==> src/rtl/uart_bus_ctrl.sv <==
// uart_bus_ctrl: bus master that drives the cpu_if C_nD/n_RD/n_WR/n_CS port.
// It writes the config register, polls status and moves received bytes into
// a one-entry holding register. Host bytes go to the Tx FIFO. When Rx and Tx
// service are both eligible, the one not served last wins.
//
// Handshakes: a byte moves on tx_* in the cycle tx_valid & tx_ready, and on
// rx_* in the cycle rx_valid & rx_ready. tx_ready is a single-cycle grant
// issued only when tx_valid is high. rx_valid stays high until consumed.
module uart_bus_ctrl #(
    parameter int STROBE_CYCLES = 2,
    parameter int POLL_GAP      = 4
) (
    input  logic       CLK50MHZ,
    input  logic       RST,
    input  logic [7:0] cfg_word,
    input  logic       cfg_load,
    input  logic [7:0] tx_data,
    input  logic       tx_valid,
    output logic       tx_ready,
    output logic [7:0] rx_data,
    output logic       rx_valid,
    input  logic       rx_ready,
    output logic [2:0] err_flags,
    output logic       configured,
    output logic       busy,
    output logic       C_nD,
    output logic       n_RD,
    output logic       n_WR,
    output logic       n_CS,
    output logic [7:0] BUS_WDATA,
    input  logic [7:0] BUS_RDATA
);

    localparam int CW = 16;
    localparam logic [CW-1:0] GAP_LAST  = CW'(POLL_GAP - 1);
    localparam logic [CW-1:0] STRB_LAST = CW'(STROBE_CYCLES - 1);

    typedef enum logic [2:0] {
        S_GAP,
        S_ARB,
        S_SETUP,
        S_STROBE,
        S_RECOV,
        S_DECIDE
    } state_t;

    typedef enum logic [1:0] {
        K_CFG,
        K_STAT,
        K_RX,
        K_TX
    } kind_t;

    state_t          state, state_d;
    kind_t           kind, kind_d;
    logic [CW-1:0]   gap_cnt;
    logic [CW-1:0]   strb_cnt;
    logic [7:0]      cfg_byte;
    logic            cfg_pending;
    logic            last_rx;
    logic [7:0]      rd_q;
    logic            rx_elig;
    logic            tx_elig;
    logic            pick_rx;
    logic            pick_tx;
    logic            in_acc;
    logic            cfg_done;
    logic            stat_done;
    logic            rx_done;

    // Eligibility is judged on the status byte sampled during the last poll.
    assign rx_elig   = rd_q[0] & ~rx_valid;
    assign tx_elig   = rd_q[1] & tx_valid;
    assign pick_rx   = rx_elig & (~tx_elig | ~last_rx);
    assign pick_tx   = tx_elig & ~pick_rx;
    assign cfg_done  = (state == S_RECOV) && (kind == K_CFG);
    assign stat_done = (state == S_RECOV) && (kind == K_STAT);
    assign rx_done   = (state == S_RECOV) && (kind == K_RX);

    // State, access kind and the gap/strobe cycle counters.
    always_ff @(posedge CLK50MHZ or posedge RST) begin
        if (RST) begin
            state    <= S_GAP;
            kind     <= K_CFG;
            gap_cnt  <= '0;
            strb_cnt <= '0;
        end else begin
            state <= state_d;
            kind  <= kind_d;
            if (state == S_GAP && gap_cnt != GAP_LAST) begin
                gap_cnt <= gap_cnt + CW'(1);
            end else begin
                gap_cnt <= '0;
            end
            if (state == S_STROBE && strb_cnt != STRB_LAST) begin
                strb_cnt <= strb_cnt + CW'(1);
            end else begin
                strb_cnt <= '0;
            end
        end
    end

    // Next-state selection and bus strobes decoded from the current state.
    always_comb begin
        state_d  = state;
        kind_d   = kind;
        in_acc   = 1'b0;
        busy     = 1'b0;
        n_CS     = 1'b1;
        C_nD     = 1'b0;
        n_RD     = 1'b1;
        n_WR     = 1'b1;
        tx_ready = 1'b0;
        case (state)
            S_GAP: begin
                if (gap_cnt == GAP_LAST) state_d = S_ARB;
            end
            S_ARB: begin
                if (cfg_pending) begin
                    state_d = S_SETUP;
                    kind_d  = K_CFG;
                end else if (configured) begin
                    state_d = S_SETUP;
                    kind_d  = K_STAT;
                end else begin
                    state_d = S_GAP;
                end
            end
            S_SETUP: begin
                in_acc  = 1'b1;
                state_d = S_STROBE;
            end
            S_STROBE: begin
                in_acc = 1'b1;
                if (kind == K_STAT || kind == K_RX) n_RD = 1'b0;
                else                                n_WR = 1'b0;
                if (strb_cnt == STRB_LAST) state_d = S_RECOV;
            end
            S_RECOV: begin
                in_acc  = 1'b1;
                state_d = (kind == K_STAT) ? S_DECIDE : S_GAP;
            end
            S_DECIDE: begin
                tx_ready = pick_tx;
                if (pick_rx) begin
                    state_d = S_SETUP;
                    kind_d  = K_RX;
                end else if (pick_tx) begin
                    state_d = S_SETUP;
                    kind_d  = K_TX;
                end else begin
                    state_d = S_GAP;
                end
            end
            default: state_d = S_GAP;
        endcase
        if (in_acc) begin
            busy = 1'b1;
            n_CS = 1'b0;
            C_nD = (kind == K_CFG) || (kind == K_STAT);
        end
    end

    // Write data latch and read sampling on the last strobe cycle.
    always_ff @(posedge CLK50MHZ or posedge RST) begin
        if (RST) begin
            BUS_WDATA <= '0;
            rd_q      <= '0;
        end else begin
            if (state == S_ARB && cfg_pending) BUS_WDATA <= cfg_byte;
            else if (state == S_DECIDE && pick_tx) BUS_WDATA <= tx_data;
            if (state == S_STROBE && strb_cnt == STRB_LAST) rd_q <= BUS_RDATA;
        end
    end

    // Config capture; a new cfg_load always wins over completion of the old one.
    always_ff @(posedge CLK50MHZ or posedge RST) begin
        if (RST) begin
            cfg_byte    <= '0;
            cfg_pending <= 1'b0;
            configured  <= 1'b0;
        end else begin
            if (cfg_load) begin
                cfg_byte    <= cfg_word;
                cfg_pending <= 1'b1;
            end else if (cfg_done) begin
                cfg_pending <= 1'b0;
            end
            if (cfg_done) configured <= 1'b1;
        end
    end

    // Sticky error flags {OE, FE, PE}, cleared by cfg_load or an I_Rst write.
    always_ff @(posedge CLK50MHZ or posedge RST) begin
        if (RST) begin
            err_flags <= '0;
        end else if (cfg_load || (cfg_done && BUS_WDATA[7])) begin
            err_flags <= '0;
        end else if (stat_done) begin
            err_flags <= err_flags | {rd_q[4], rd_q[3], rd_q[2]};
        end
    end

    // Rx holding register and round-robin memory of the last serviced side.
    always_ff @(posedge CLK50MHZ or posedge RST) begin
        if (RST) begin
            rx_data  <= '0;
            rx_valid <= 1'b0;
            last_rx  <= 1'b0;
        end else begin
            if (cfg_done && BUS_WDATA[7]) begin
                rx_valid <= 1'b0;
            end else if (rx_done) begin
                rx_data  <= rd_q;
                rx_valid <= 1'b1;
            end else if (rx_valid && rx_ready) begin
                rx_valid <= 1'b0;
            end
            if (state == S_DECIDE) begin
                if (pick_rx)      last_rx <= 1'b1;
                else if (pick_tx) last_rx <= 1'b0;
            end
        end
    end

endmodule

==> config.mk <==
export PLATFORM = sky130hd
export DESIGN_NAME = uart_bus_ctrl
export DESIGN_NICKNAME = d
export VERILOG_FILES = /design/src/rtl/uart_bus_ctrl.sv
export SDC_FILE = /design/constraint.sdc
export NUM_CORES = 1
export LEC_CHECK = 0
export BUFFER_PORTS_ARGS = -buffer_cell sky130_fd_sc_hd__buf_2
export CAP_MARGIN = 20
export CORE_MARGIN = 2
export CORE_UTILIZATION = 55
export DETAILED_ROUTE_END_ITERATION = 8
export HOLD_SLACK_MARGIN = 0.12
export PLACE_DENSITY = 0.78
export SLEW_MARGIN = 20
export SYNTH_ARGS = -nofsm -noshare
export SYNTH_HDL_FRONTEND = slang
export SYNTH_SLANG_ARGS = --single-unit
==> constraint.sdc <==
create_clock -name CLK50MHZ -period 5.1 [get_ports CLK50MHZ]
set_input_delay 1.02 -clock CLK50MHZ [delete_from_list [all_inputs] [get_ports CLK50MHZ]]
set_output_delay 1.02 -clock CLK50MHZ [all_outputs]
set_load 0.1 [all_outputs]
# ---- Yosys cells after proc, flatten, opt, wreduce, memory -nomap -nowiden
# Index checks and enable logic that the tools add are counted.
dict set report totals {
  in_bits 29
  word_cells 102
  ram_bits 0
  output_inout_bits 27
  mem_count 0
  latchBits 0
  rom_bits 0
  regBits 76
}
dict set report classes {
  multipliers 0
  n_eq_ne 15
  mux 35
  n_lt_le_gt_ge 0
  add_sub_neg 2
  n_reduce_logical 26
  n_shift 0
  n_div 0
  bitwise_logic 11
}
# cell n
set ops {}
lappend ops {{adder 16 x 1 -> 16 bit, second input constant} 2}
lappend ops {{2-to-1 mux 16 bit} 2}
lappend ops {{one-hot mux 3 bit (6 select lines)} 1}
lappend ops {{equality test 16 x 1 -> 1 bit, second input constant} 1}
lappend ops {{equality test 16 x 2 -> 1 bit, second input constant} 1}
lappend ops {{2-to-1 mux 1 bit} 16}
lappend ops {{2-to-1 mux 2 bit} 8}
lappend ops {{2-to-1 mux 8 bit} 2}
lappend ops {{!= test 16 x 1 -> 1 bit, second input constant} 1}
lappend ops {{!= test 16 x 2 -> 1 bit, second input constant} 1}
lappend ops {{2-to-1 mux 3 bit} 5}
lappend ops {{logical AND 1 bit} 10}
lappend ops {{nonzero test 2 bit} 5}
lappend ops {{equality test 3 x 2 -> 1 bit, second input constant} 2}
lappend ops {{equality test 3 bit, second input constant} 2}
lappend ops {{!= test 3 bit, second input constant} 2}
lappend ops {{AND reduction 2 bit} 3}
lappend ops {{inverter 1 bit} 5}
lappend ops {{bitwise AND 1 bit} 4}
lappend ops {{!= test 2 x 1 -> 1 bit, second input constant} 2}
lappend ops {{one-hot mux 2 bit (2 select lines)} 1}
lappend ops {{equality test 3 x 1 -> 1 bit, second input constant} 1}
lappend ops {{zero test 3 bit} 1}
lappend ops {{logical OR 1 bit} 3}
lappend ops {{other kinds (8)} 8}

# ---- Longest topological paths before layout
# Gate-level depths: netlist of run 1.
dict set report logic_depth {
  ltp_word 9
  ltp_mapped 7
  ltp_nobuf 6
}

# ---- Worst setup path after synthesis of run 1
# OpenSTA, ideal clock, no wires.
dict set report synth_path {
  path_kind {input port to output port}
  startpoint {in tx_valid}
  endpoint {out tx_ready}
  path_slack_ns 0.841
  arrival_time_ns 3.239
  cell_stages 2
  cell_sequence {nand2_1 -> nor3_1}
}
dict set report synth_via {
  elab_chain_len 7
}
# item line
set synth_rtl {}
lappend synth_rtl {{start: declaration} 18} ;# input logic tx_valid,
lappend synth_rtl {{bitwise AND 1 bit (*)} 73} ;# assign tx_elig = rd_q[1] & tx_valid;
lappend synth_rtl {{inverter 1 bit} 74} ;# assign pick_rx = rx_elig & (~tx_elig | ~last_rx);
lappend synth_rtl {{OR 1 bit} 74}
lappend synth_rtl {{bitwise AND 1 bit} 74}
lappend synth_rtl {{inverter 1 bit} 75} ;# assign pick_tx = tx_elig & ~pick_rx;
lappend synth_rtl {{bitwise AND 1 bit (*)} 75}
lappend synth_rtl {{2-to-1 mux 1 bit (*)} 114} ;# case (state)
lappend synth_rtl {{end: declaration} 19} ;# output logic tx_ready,
# Mark *: on every way between the ends. The rest lies on a longest branch, timed or not.

# ---- Worst setup path in the final report of run 1
dict set report layout_path {
  startpoint {reg state[2]}
  endpoint {out C_nD}
}
dict set report layout_via {
  elab_chain_len 4
  elab_cells_between_ends 6
  classes_between {eq/ne (3); mux (2); reduce/logical (1)}
}
# item line
set layout_rtl {}
lappend layout_rtl {{start: declaration} 54} ;# state_t state, state_d;
lappend layout_rtl {{start signal: assignment} 88} ;# state <= state_d;
lappend layout_rtl {{equality test 3 bit / equality test 3 x 2 -> 1 bit (equally long branches)} 114}
lappend layout_rtl {{OR reduction 3 bit (no source line) (*)} --}
lappend layout_rtl {{2-to-1 mux 1 bit (*)} 114}
lappend layout_rtl {{2-to-1 mux 1 bit (*)} 157} ;# if (in_acc) begin
lappend layout_rtl {{end: declaration} 26} ;# output logic C_nD,
# Marks and branches as above.

==> out/results.ini, run 1 <==
[placement]
placed_cells_incl_taps = 443
place_area_um2 = 3882
port_buffers = 55
gp_congestion = 0.8251
place_hpwl_um = 4634

[timing]
holdWs_ps = 507.4
hold_viol_final = 0
rsz0062_at_grt = false
slew_headroom_pct = 53.39
slew_viol_final = 0
clock_skew_ps = 5.829
setup-tns-final_ps = 0
min_period_ps = 3101
setup_violations = 0
worstMarginPinSlew_ps = 697.2
fin_crit_sh_pct = 60.80
fmax_mhz = 322.5

[finish]
final_cell_mix = dfrtp_1 (76), buf_2 (55), nor2_1 (48)
final_cells = 459
syn_to_final_growth_pct = 15.23
final_area_um2 = 4099
drive_gt1_share_pct = 28.27
diodes = 0
nNetsFinal = 412
final_common_cell = dfrtp_1

[floorplanning]
core_um2 = 6314
dieArea_um2 = 7127
dieWidth_um = 84.42
row_count = 29
start_util_pct = 56.34
fp.dieH_um = 84.42
num_io_pins = 56

[outcome]
outcome = completed

[route]
vias = 2487
drt_iter0_drc = 58
antenna_left = 0
vias_per_cell = 5.418
dr.pass1.iters = 6
wl_um = 6644
drcViolationCount = 0
wire_per_inst_um = 14.47

[global_route]
grt_pass1_vias = 2495
grt_usage_pct = 20.30
grt_pass1_wl_um = 11460
grt_max_degree = 45
overflow = 0
antenna_found_initial = 0

[hold_path]
hold_path_class = reg2reg
hold_end = rd_q[7]
min-delay-start = rd_q[7]
min_path_cells = 1

[worst_setup_path]
cp-end-kind = primary output
path_buf_inv = 1
critPathSlowestCell = dfrtp_1
r2r-end = state[0]
worstPathRequired_ps = 4080
crit_chain = nor3b_4 -> nor2_1 -> nor2_1 -> buf_2
reg2reg_depth = 6
cp_max_fo = 10
critical_path_class = reg2out
critPathMaxStageDelay_ps = 520
r2r_setup_slack_ps = 3160
cp-start-kind = register
critPathArrivalTime_ps = 2080
worstReg2RegStart = strb_cnt[1]
crit_top_cell = nor2_1
path_delay_family = simple AND/OR/NAND/NOR gates

[power_and_ir_drop]
swShare_pct = 47.41
p_int_w = 0.001245
p_clk_share_pct = 20.8
combPwrFrac_pct = 44.1
powerDensity_nw_per_um2 = 577.5
vdd.ir_drop.worst_uv = 760.3
p_sw_w = 0.001122
p_leak_nw = 1.829
pwr-share-seq_pct = 35.1
power_w = 0.002367

[synthesis]
async_flop_share_pct = 100.0
ys.flop_type = dfrtp_1
ys_types = 44
syn_inst = 320
syn_nets = 355
ys_ff_latch = 76
yosysWarnings = 0
synth_edf_count = 0
yosysSeqAreaShare_pct = 53.46
synth_top_area_share_pct = 53.46
synth_top_cell_by_area = dfrtp_1
yosys-top-cells-area = dfrtp_1 (53%), mux2_2 (7.6%), nor2_1 (5.1%)
syn_area_um2 = 3557
syn_area_per_cell_um2 = 11.12

[clock_network]
postCtsHoldBufs = 0
numClockSinks = 76
clk_path_buf_depth = 2
clk_pin_slew_ps = 80
clock_tree.root_cell = clkbuf_8
cts_tree = built
cts_resized = 0
cts_made_buffers = 9
post_cts_buffers = 0
clock_latency_ps = 350
cts_max_level = 3

[job]
drv_cap = 0

metal layers:
layer	global-route usage, %	part of all wire (%)
met1	26.49	45
met3	6.195	4.1
met4	5.628	1.0
met5	0	0
met2	33.26	50
worst max path at each step:
stage                   from  endpoint  slack (ps)  cells after the start
global placement    tx_valid  tx_ready        2220                      4
finish              state[2]      C_nD        2000                      4
CTS                 state[2]      C_nD        1980                      4
floorplan           tx_valid  tx_ready         840                      2
detailed placement  tx_valid  tx_ready        2200                      4
global route        state[2]      C_nD        1850                      4
flip-flops by register name, summed over array words and instances (netlist names):
signal	flops
BUS_WDATA	8
cfg_byte	8
kind	2
last_rx	1
state	3
configured	1
rd_q	8
cfg_pending	1
rx_valid	1
err_flags	3
gap_cnt	16
strb_cnt	16
rx_data	8
power by group through the flow:
stage | combinational (W) | clock, W | sequential [W]
final | 0.00104 | 0.000493 | 0.000830
after global routing | 0.00111 | 0.000529 | 0.000853
after CTS | 0.00105 | 0.000505 | 0.000832
after detailed placement | 0.00105 | 0 | 0.000842
after global placement | 0.00103 | 0 | 0.000833
after floorplan | 0.000579 | 0 | 0.00114
synth_stat cells, types with 2 or more instances:
| cell type | number |
|---|---|
| dfrtp_1 | 76 |
| nor2_1 | 48 |
| mux2_2 | 24 |
| xnor2_1 | 16 |
| nand4_1 | 14 |
| a21oi_1 | 13 |
| nand2_1 | 13 |
| nand3_1 | 12 |
| inv_1 | 11 |
| xor2_1 | 10 |
| nor4_1 | 9 |
| mux2i_1 | 8 |
| ha_1 | 6 |
| nor3_1 | 6 |
| buf_2 | 5 |
| nand2b_1 | 5 |
| a31oi_1 | 4 |
| nor3b_1 | 4 |
| or3_1 | 3 |
| a21boi_0 | 2 |
| a21o_1 | 2 |
| a31o_2 | 2 |
| and3_1 | 2 |
| and4_1 | 2 |
| buf_4 | 2 |
| clkbuf_2 | 2 |
| o21ai_0 | 2 |
per-stage QoR:
step	util, %	worst slack (ps)
floorplan	-	840.8
global placement	61.49	2221
detailed placement	61.49	2195
CTS	64.92	1975
global route	64.92	1850
finish	64.92	1999
area by class of cell:
type	count	area, um^2
Clock buffer	10	127.6
Inverter	11	41.29
Timing Repair Buffer	56	282.8
Clock inverter	6	88.84
Sequential cell	76	1902
Tap cell	77	96.34
Fill cell	509	2215
Multi-Input combinational cell	223	1560
worst register-to-register path: cells and delay by family, from the launching register on:
kind	cells	cell delay, ps
AND/OR/NAND/NOR	3	890
flip-flops	1	420
AO/OA/AOI/OAI	1	290
adder cells (fa/ha/maj)	1	140
buffers and inverters	1	80
kinds of logic (layout without fill, tap and decap cells):
| group | count (synthesis) | after routing | share of synthesized area, % |
|---|---|---|---|
| simple gates | 128 | 128 | 19.49 |
| flops | 76 | 76 | 53.46 |
| mux | 32 | 32 | 9.849 |
| xor+xnor | 26 | 26 | 6.401 |
| compound gates | 31 | 31 | 6.015 |
| fa+ha+maj | 6 | 6 | 2.110 |
| buf+inv | 21 | 83 | 2.673 |
Power figures use the tool's default switching activity.
==> run 2, diff against run 1 <==
--- a/config.mk
+++ b/config.mk
@@ -5,13 +5,14 @@
 export SDC_FILE = /design/constraint.sdc
 export NUM_CORES = 1
 export LEC_CHECK = 0
+export ABC_AREA = 1
 export BUFFER_PORTS_ARGS = -buffer_cell sky130_fd_sc_hd__buf_2
 export CAP_MARGIN = 20
 export CORE_MARGIN = 2
-export CORE_UTILIZATION = 55
+export CORE_UTILIZATION = 52
 export DETAILED_ROUTE_END_ITERATION = 8
 export HOLD_SLACK_MARGIN = 0.12
-export PLACE_DENSITY = 0.78
+export PLACE_DENSITY = 0.76
 export SLEW_MARGIN = 20
 export SYNTH_ARGS = -nofsm -noshare
 export SYNTH_HDL_FRONTEND = slang
==> constraint.sdc (replaced) <==
create_clock -name CLK50MHZ -period 2.6 [get_ports CLK50MHZ]
set_input_delay 0.52 -clock CLK50MHZ [delete_from_list [all_inputs] [get_ports CLK50MHZ]]
set_output_delay 0.52 -clock CLK50MHZ [all_outputs]
set_load 0.1 [all_outputs]
==> run 2 against run 1 <==
Against the previous run:
- global-route usage increased by 0.38 points
- clock skew is 2.0 ps higher
- largest cell class unchanged
- combinational power is 140% higher
- wire length rose by 20%
- largest power group unchanged
==> out/results.ini, run 2 <==
[synthesis]
syn_area_um2 = 3946  ; +11%
synth-adder-area-share_pct = 1.902  ; -0.21 points
synth.mux.area_fraction_pct = 0  ; -9.8 points
synth_common_cells = nand2_1 (178), dfrtp_1 (76), nor2_1 (75)
synth_top_area_share_pct = 48.19  ; -5.3 points
synth_top_cell_by_area = dfrtp_1
syn_nets = 542  ; +53%
syn_area_per_cell_um2 = 7.784  ; -30%
ys.flop_type = dfrtp_1
yosysSeqAreaShare_pct = 48.19  ; -5.3 points
yosysMostFrequentCell = nand2_1
synth-simple-area-share_pct = 36.24  ; +17 points
ys_ff_latch = 76  ; unchanged
syn_inst = 507  ; +58%
yosys-top-cells-area = dfrtp_1 (48%), nand2_1 (17%), nor2_1 (7.1%)
ys_types = 29  ; -34%
async_flop_share_pct = 100.0  ; unchanged
yosys.area_share.xor_xnor_pct = 2.219  ; -4.2 points
synth_top_family_by_area = simple AND/OR/NAND/NOR gates
yosysWarnings = 0  ; unchanged
synth_edf_count = 0  ; unchanged
synth_compound_area_share_pct = 4.946  ; -1.1 points

[job]
drv_cap = 0  ; unchanged

[placement]
place_ws_ps = 502.7  ; -1692 ps
place_area_um2 = 4363  ; +12%
place_hpwl_um = 5665  ; +22%
port_buffers = 55  ; unchanged
gp_congestion = 0.9131  ; +11%
placed_cells_incl_taps = 658  ; +49%

[finish]
drive_gt1_share_pct = 19.86  ; -8.4 points
final_area_um2 = 4578  ; +12%
final-seq-area_um2 = 1902  ; unchanged
syn_to_final_growth_pct = 16.01
reg_top3 = gap_cnt x16, strb_cnt x16
final_common_cell = nand2_1
nNetsFinal = 605  ; +47%
fillers = 678  ; +33%
final_cell_mix = nand2_1 (177), dfrtp_1 (76), nor2_1 (74)
diodes = 0  ; unchanged
final_core_util_pct = 62.78  ; -2.1 points
final_cells = 673  ; +47%
multi_input_area_um2 = 1817  ; +16%

[worst_setup_path]
cp-start-kind = register
critical_path_class = reg2out
critPathArrivalTime_ps = 1880  ; -200 ps
cp-end-kind = primary output
worstPathRequired_ps = 2080  ; -2000 ps
cp_max_fo = 5  ; -5

[timing]
fin_crit_sh_pct = 92.17
hold_viol_final = 0  ; unchanged
min_period_ps = 2396
rsz0062_at_grt = false
setup_violations = 0  ; unchanged
worst_slack_ps = 203.6  ; -1795 ps
fmax_mhz = 417.3
setup-tns-final_ps = 0  ; unchanged
worstMarginPinSlew_ps = 505.4  ; -191.8 ps
slew_viol_final = 0  ; unchanged
slew_headroom_pct = 66.54  ; +13 points
clock_skew_ps = 7.825  ; +1.996 ps

[route]
drcViolationCount = 0  ; unchanged
wire_per_inst_um = 11.81  ; -18%
vias = 3264  ; +31%
wl_um = 7950  ; +20%
dr.pass1.iters = 4  ; -2
drt_iter0_drc = 214  ; +270%
antenna_left = 0  ; unchanged
vias_per_cell = 4.850  ; -10%

[floorplanning]
fp.dieH_um = 91.12  ; +7.9%
start_util_pct = 54.12  ; -2.2 points
core_um2 = 7292  ; +15%
dieWidth_um = 91.12  ; +7.9%
row_count = 31  ; +6.9%
num_io_pins = 56  ; unchanged
dieArea_um2 = 8302  ; +16%

[power_and_ir_drop]
powerDensity_nw_per_um2 = 1116  ; +93%
p_leak_nw = 2.381  ; +30%
vdd.ir_drop.worst_uv = 768.5  ; +1.1%

[clock_network]
cts_tree = built
clock_tree.root_cell = clkbuf_8
cts_resized = 0  ; unchanged
cts_max_level = 3  ; unchanged
clock_latency_ps = 350  ; about the same
clk_pin_slew_ps = 80  ; about the same
cts_made_buffers = 9  ; unchanged
numClockSinks = 76  ; unchanged
post_cts_buffers = 0  ; unchanged
clk_path_buf_depth = 2  ; unchanged
postCtsHoldBufs = 0  ; unchanged

[global_route]
overflow = 0  ; unchanged
grt_max_degree = 77  ; +71%
grt_usage_pct = 20.68  ; +0.38 points
grt_pass1_vias = 3170  ; +27%
antenna_found_initial = 0  ; unchanged
grt_pass1_wl_um = 13880  ; +21%

[hold_path]
hold_path_class = in2async

[outcome]
outcome = completed

run 2: changes by cell type in the layout (fill, tap and decap cells not counted), sizes merged, moves of 14 or more:
cell,before,now
nand2,13,191
inv,11,57
nor2,49,86
mux2,24,0
nand3,13,32
o21ai,2,16
xnor2,16,2
run 2: critical path, stage by stage (launching register included):
cell and delay (ps):
dfrtp_1 470, nor2_2 230, nand3_2 140, inv_2 120, nand2_2 80, inv_1 70, buf_2 420
run 2: path summary, 6_finish.rpt:
kind	start	endpoint	slack (ps)	cells past startpoint
hold reg to reg	gap_cnt[0]	gap_cnt[0]	460	1
setup reg to reg	gap_cnt[0]	state[2]	1120	7
hold / removal	RST	strb_cnt[12]	230	3
min in group CLK50MHZ	cfg_word[5]	cfg_byte[5]	370	3
max in group asynchronous	RST	gap_cnt[8]	2030	3
setup / recovery	state[1]	tx_ready	200	6
run 2: logic make-up (layout without fill, tap and decap cells):
logic type	count (synthesis)	in the layout
flops	76	76
xor+xnor	10	10
fa+ha+maj	6	6
simple gates	324	324
compound gates	28	28
buf+inv	63	130
run 2: area by class of cell:
| class | instances | share of cell area [%] |
|---|---|---|
| clock buffer | 11 | 3.088 |
| multi-input combinational | 368 | 39.68 |
| sequential | 76 | 41.54 |
| clock inverter | 4 | 1.612 |
| tap | 99 | 2.706 |
| inverter | 59 | 4.919 |
| timing repair buffer | 56 | 6.450 |
run 2: metal layers:
layer	share of wire, %	track usage (%)	wire length [um]
met3	4.0	5.394	321
met1	46	26.58	3692
met4	1.2	6.566	93
met5	0	0	0
met2	48	34.26	3843
run 2: power breakdown:
group / leakage [nW] / switching, W / internal (W)
clock: 0.109 / 0.000429 / 0.000562
combinational: 1.27 / 0.00202 / 0.000471
sequential: 0.999 / 0.000186 / 0.00144
total: 2.38 / 0.00263 / 0.00247
run 2: per-stage QoR:
step,power [W],hold WS (ps)
after detailed placement,0.004146,455.0
after global placement,0.004088,447.1
after global routing,0.005374,295.2
after CTS,0.005146,262.3
final,0.005108,231.1
after floorplan,0.003726,431.2
